### src/rtl/fifo_drain_arbiter.sv
// Round-robin drain of the request FIFOs in front of the CGRA shared memory.
// One word per transaction: pop, wait a cycle for registered read data, then send tagged with its source.
module fifo_drain_arbiter #(
   parameter int NUM_PORTS  = 4,
   parameter int DATA_WIDTH = 32,
   parameter int ID_WIDTH   = 2
) (
   input  logic                            clk,
   input  logic                            rst_n,
   input  logic                            en,
   input  logic [NUM_PORTS-1:0]            fifo_req,
   input  logic [NUM_PORTS*DATA_WIDTH-1:0] fifo_rd_data,
   output logic [NUM_PORTS-1:0]            fifo_rd_en,
   output logic [NUM_PORTS-1:0]            gnt_vec,
   output logic                            mem_valid,
   input  logic                            mem_ready,
   output logic [DATA_WIDTH-1:0]           mem_wdata,
   output logic [ID_WIDTH-1:0]             mem_id,
   output logic                            busy
);

   typedef enum logic [1:0] {IDLE, POP, LATCH, SEND} state_t;

   state_t              state;
   state_t              next_state;
   logic [ID_WIDTH-1:0] rr_ptr;
   logic [ID_WIDTH-1:0] win_idx;
   logic                win_found;
   logic                grant;

   // First requesting FIFO at or after rr_ptr, wrapping modulo NUM_PORTS.
   always_comb begin
      int                  cand;
      logic [ID_WIDTH-1:0] cand_idx;
      cand      = 0;
      cand_idx  = '0;
      win_found = 1'b0;
      win_idx   = '0;
      for (int off = 0; off < NUM_PORTS; off++) begin
         cand = int'(rr_ptr) + off;
         if (cand >= NUM_PORTS) begin
            cand = cand - NUM_PORTS;
         end
         cand_idx = ID_WIDTH'(cand);
         if (!win_found && fifo_req[cand_idx]) begin
            win_found = 1'b1;
            win_idx   = cand_idx;
         end
      end
   end

   assign grant = (state == IDLE) && en && win_found;

   always_ff @(posedge clk or negedge rst_n) begin
      if (!rst_n) begin
         state <= IDLE;
      end else begin
         state <= next_state;
      end
   end

   always_comb begin
      next_state = state;
      case (state)
         IDLE:    if (grant) next_state = POP;
         POP:     next_state = LATCH;
         LATCH:   next_state = SEND;
         SEND:    if (mem_valid && mem_ready) next_state = IDLE;
         default: next_state = IDLE;
      endcase
   end

   // Registered strobes and datapath; the grant and source id are frozen until SEND completes.
   always_ff @(posedge clk or negedge rst_n) begin
      if (!rst_n) begin
         fifo_rd_en <= '0;
         gnt_vec    <= '0;
         mem_valid  <= 1'b0;
         mem_wdata  <= '0;
         mem_id     <= '0;
         rr_ptr     <= '0;
      end else begin
         fifo_rd_en <= '0;
         case (state)
            IDLE: begin
               if (grant) begin
                  fifo_rd_en <= NUM_PORTS'(1) << win_idx;
                  gnt_vec    <= NUM_PORTS'(1) << win_idx;
                  mem_id     <= win_idx;
                  rr_ptr     <= (win_idx == ID_WIDTH'(NUM_PORTS - 1)) ? '0 : win_idx + 1'b1;
               end
            end
            LATCH: begin
               mem_wdata <= fifo_rd_data[mem_id*DATA_WIDTH +: DATA_WIDTH];
               mem_valid <= 1'b1;
            end
            SEND: begin
               if (mem_valid && mem_ready) begin
                  mem_valid <= 1'b0;
                  gnt_vec   <= '0;
               end
            end
            default: ;
         endcase
      end
   end

   always_comb begin
      busy = (state != IDLE);
   end

endmodule
### config.mk
export PLATFORM = sky130hd
export DESIGN_NAME = fifo_drain_arbiter
export DESIGN_NICKNAME = d
export VERILOG_FILES = /design/src/rtl/fifo_drain_arbiter.sv
export SDC_FILE = /design/constraint.sdc
export NUM_CORES = 1
export LEC_CHECK = 0
export ABC_AREA = 0
export CAP_MARGIN = 20
export CORE_ASPECT_RATIO = 1.2
export CORE_MARGIN = 2
export CORE_UTILIZATION = 25
export CTS_CLUSTER_DIAMETER = 40
export DETAILED_ROUTE_END_ITERATION = 16
export PLACE_DENSITY = 0.62
export SLEW_MARGIN = 0
export SYNTH_ARGS = -nofsm -noshare
export SYNTH_HDL_FRONTEND = slang
export SYNTH_SLANG_ARGS = --single-unit
### constraint.sdc
create_clock -name clk -period 3.51 [get_ports clk]
set_input_delay 1.053 -clock clk [delete_from_list [all_inputs] [get_ports clk]]
set_output_delay 1.053 -clock clk [all_outputs]
set_load 0.03 [all_outputs]
# == Word level (Yosys, flattened, before mapping) ==
# Cells that the tools add are included.
# op_classes
addsub,8
n_mul,0
div_mod_pow,0
magnitude_cmp,8
eq_ne,6
shift,2
mux,31
bitwise,0
reduce_logical,17
# ops
cell,n
$shiftx A128 B8 Y32,1
$mux W2,11
$mux W4,4
$lt A2 B3 Y1 const B,4
$ge A3 B3 Y1 const B,3
$mux W1,9
$bmux W1 S2,4
$pmux W2 S4,1
$pmux W4 S2,1
$sub A2 B1 Y2 const B,4
$add A2 B2 Y3 const B,2
$eq A2 B2 Y1 const B,3
$logic_and A1 B1 Y1,6
$reduce_and A2 Y1,3
$reduce_bool A2 Y1,3
$ne A2 B2 Y1 const B,2
$shl A1 B2 Y4 const A,1
$add A2 B1 Y3 const B,1
$ge A2 B3 Y1 const B,1
$logic_not A1 Y1,3
$reduce_and A3 Y1,1
$add A2 B1 Y2 const B,1
$eq A2 B1 Y1 const B,1
$logic_not A2 Y1,1
$pmux W1 S2,1
# totals
register_bits,47
latchBits,0
ramBits,0
romBits,0
input_bits,136
output_inout_bits,44
wordCells,79
memories,0

# == Depth between registers and ports, before layout ==
# logic_depth
ltp_word,17
ltp_mapped,6
depth_no_buf,5

# == Worst setup path after synthesis ==
# Ideal clock, no wire load.
# synth_timing
path_kind,input to register
startpoint,in fifo_req[2]
endpoint,reg gnt_vec[0]
setup_time_ns,0.121
arrival_ns,2.149
required_ns,3.389
path_slack_ns,1.240
cell_stages,5
path_buffers,0
path_cell_list,nor2b_1 o21a_1 or3_1 ha_1 a22o_1
# synth_between
elab_chain_len,15
word_cells_on_any_way,28
classes_between,eq/ne: 1; shift: 1; mux: 18; reduce/logical: 8
# synth_lines
element,line,source
from (decl),11,"input logic [NUM_PORTS-1:0] fifo_req,"
$bmux W1 S2,45,if (!win_found && fifo_req[cand_idx]) begin
$mux W1 (not written as such),45,
$mux W1,45,
$logic_not A1 Y1,45,
$logic_and A1 B1 Y1,45,
$mux W1,45,
$logic_not A1 Y1,45,
$logic_and A1 B1 Y1,45,
$mux W1,45,
$logic_not A1 Y1,45,
$logic_and A1 B1 Y1,45,
$mux W2 / $mux W1 (equally long branches),45,
$shl A1 B2 Y4 / $logic_and A1 B1 Y1 (equally long branches),"88, 52",
$mux W4 / $ne A2 B2 Y1 (equally long branches),n/a,
$pmux W4 S2 / $reduce_and A3 Y1 (equally long branches),n/a,
to (signal assigned),88,gnt_vec <= NUM_PORTS'(1) << win_idx;
to (decl),14,"output logic [NUM_PORTS-1:0] gnt_vec,"
# Several ways; a longest one is shown, not always the timed one. The select of a mux whose other input is x is not followed.
# A chain may end at the register's enable or synchronous reset.

# == Final worst setup path ==
# layout_timing
startpoint,reg state[0]
endpoint,out busy
# layout_between
elab_chain_len,1
# layout_lines
element,line,source
from (decl),24,state_t state;
from (signal assigned),58,state <= next_state;
$reduce_bool A2 Y1,109,busy = (state != IDLE);
to (decl),19,output logic busy
# Every way passes these cells.

==> flow_summary.ini <==
[detailed_routing]
wire_per_inst_microns = 16.8
viasPerCell = 4.51
dr.pass1.iters = 4
via_count = 2328
drc_errors = 0
drt_iter0_markers = 36
ant_nets = 0
wl_mm = 8.68

[worst_setup_path]
crit_path_end_kind = output pin
cp_cell_sequence = inv_1 > ha_1 > inv_1 > clkdlybuf4s50_1
max_stage_delay_ns = 0.63
crit_top_cell = inv_1
critPathKind = reg2out
arrival_ns = 1.93
critPathTopFamily = buffers and inverters
critPathLaunchType = register
crit_required_ns = 2.46
cp_max_fo = 9
cp_num_buf_inv = 3
worst_path_max_delay_cell = clkdlybuf4s50_1

[synthesis]
synth-seq-cells = 47
synth_top_cell_by_area = dfrtp_1
synth_edf_count = 0
yosysWarnings = 0
ys.flop_type = dfrtp_1
synth_top_area_share = 0.404
avgSynthCellArea_sq_um = 16.3
syn-cell-area_sq_mm = 0.00291
synth_nets = 323
ys_types = 33
post-synth-top-count-cell = dfrtp_1
async_flop_share = 1.00
postSynthCellCount = 179
yosys-top-cells-area = dfrtp_1, mux4_2, mux2_4, ha_1, mux4_1
synth_common_cells = dfrtp_1, mux2_4, mux4_2, ha_1, buf_2
ys_seq_area_frac = 0.404

[global_routing]
grt_overflow_total = 0
grt_first_pass_wirelength_mm = 12.9
track_usage = 0.135
antenna_found_initial = 0
grt_pass1_vias = 2494
grt_max_degree = 34

[timing]
drv_slew = 0
fin_skew_ns = 0.00258
setup_tns_ns = 0
worst_slew_pin_slew_ns = 0.692
setup_violations = 0
hold_viol = 0
timing.fmax_mhz = 335
slew_headroom = 0.539
period_minus_slack_ns = 2.99
fin_crit_sh = 0.851
grt_setup_unrepaired = false

[die]
core_area_sq_mm = 0.0115
ioPinCount = 180
die_w_microns = 102
die_area_sq_mm = 0.0125
num_rows = 43
die_y_microns = 122
start_util = 0.254

[status]
status = complete, no violations

[place]
numPortBuffers = 179
routabilityCongestion = 0.764
dpl.hpwl_mm = 6.91

[clock_network]
path_clk_slew_ns = 0.06
cts_inserted_buffers = 5
cts-root-buf = clkbuf_16
cts_repair_resize_count = 0
cts_hold_buffers = 0
clock_sinks = 47
clockBufferDepth = 2
clk_latency_ns = 0.29
cts_tree = built
postCtsSetupBuffers = 0
htree_levels = 2

[power_and_ir_drop]
p_leak_nw = 2.01
p_per_area_mw_per_mm2 = 802
irDropWorstVdd_v = 0.000258
p_total_mw = 4.00

[run]
drv_cap = 0

[layout]
num_antenna_cells = 0
area_delta_synth_final_pct = 71.7
nets = 502
final_layout_size_suffix_gt1_frac = 0.226

[min_path]
min_path_type = reg2reg
[cell type report]
cell class / count / area [sq um]
well taps: 157 / 196
multi-input cells: 115 / 1610
inverters: 5 / 18.8
fillers: 1081 / 6470
flip-flops and latches: 47 / 1180
repair buffers: 184 / 1840
clock buffers: 8 / 156
[stage by stage]
stage | instance area (sq um) | std cells | worst slack [ns] | util | hold slack (ns)
floorplan | 2910 | 179 | 1.24 | - | 0.534
global placement | 4840 | 508 | 0.679 | 0.422 | 0.491
detailed placement | 4840 | 508 | 0.623 | 0.422 | 0.492
CTS | 4990 | 516 | 0.508 | 0.436 | 0.510
global route | 4990 | 516 | 0.398 | 0.436 | 0.523
finish | 4990 | 516 | 0.523 | 0.436 | 0.504
[worst paths after layout]
path / cells after the start / to / slack, ns / startpoint
setup / recovery: 4 / busy / 0.52 / state[0]$_DFFE_PN0P_
hold / removal: 1 / mem_wdata[10]$_DFFE_PN0P_ / 0.50 / mem_wdata[10]$_DFFE_PN0P_
setup reg to reg: 4 / mem_wdata[10]$_DFFE_PN0P_ / 1.56 / state[0]$_DFFE_PN0P_
hold reg to reg: 1 / mem_wdata[10]$_DFFE_PN0P_ / 0.50 / mem_wdata[10]$_DFFE_PN0P_
max in group asynchronous: 2 / mem_wdata[13]$_DFFE_PN0P_ / 2.16 / rst_n
min in group asynchronous: 1 / mem_wdata[22]$_DFFE_PN0P_ / 0.78 / rst_n
[registers in the layout, indices dropped and copies added (netlist names)]
signal / count
gnt_vec: 4
mem_wdata: 32
mem_id: 2
mem_valid: 1
fifo_rd_en: 4
rr_ptr: 2
state: 2
[metal layers]
layer,up-vias,share of wire,global-route usage
met5,-,0,0
met4,0,0.014,0.0367
met3,9,0.072,0.0379
met2,83,0.55,0.248
met1,1164,0.36,0.152
li1,1072,-,-
[cells in the final DEF, fill, tap and decap left out, types with 3 or more instances in the layout]
master           synthesis  final
mux4_1                   3      3
and3_1                   5      5
nand2_1                  3      3
dfrtp_1                 47     46
nor2_1                   4      4
mux2_2                   5      5
nor2b_1                  3      3
clkbuf_16                0      5
mux2_4                  29     29
ha_1                     8      7
a22o_1                   4      4
inv_1                    5      5
clkdlybuf4s50_1          0    178
buf_4                    0      4
mux4_2                  29     29
[where the power goes]
group	internal, mW	switching [mW]
logic	1.37	1.18
clock network	0.303	0.196
registers	0.806	0.149
total	2.48	1.53
[logic make-up (layout without fill, tap and decap cells)]
logic type	after synthesis	count (layout)	synth area share
compound gates	19	19	0.0551
simple gates	21	21	0.0383
flops	47	47	0.404
fa+ha+maj	8	8	0.0344
buf+inv	17	197	0.0439
mux	67	67	0.424
Power figures use the tool's default switching activity.
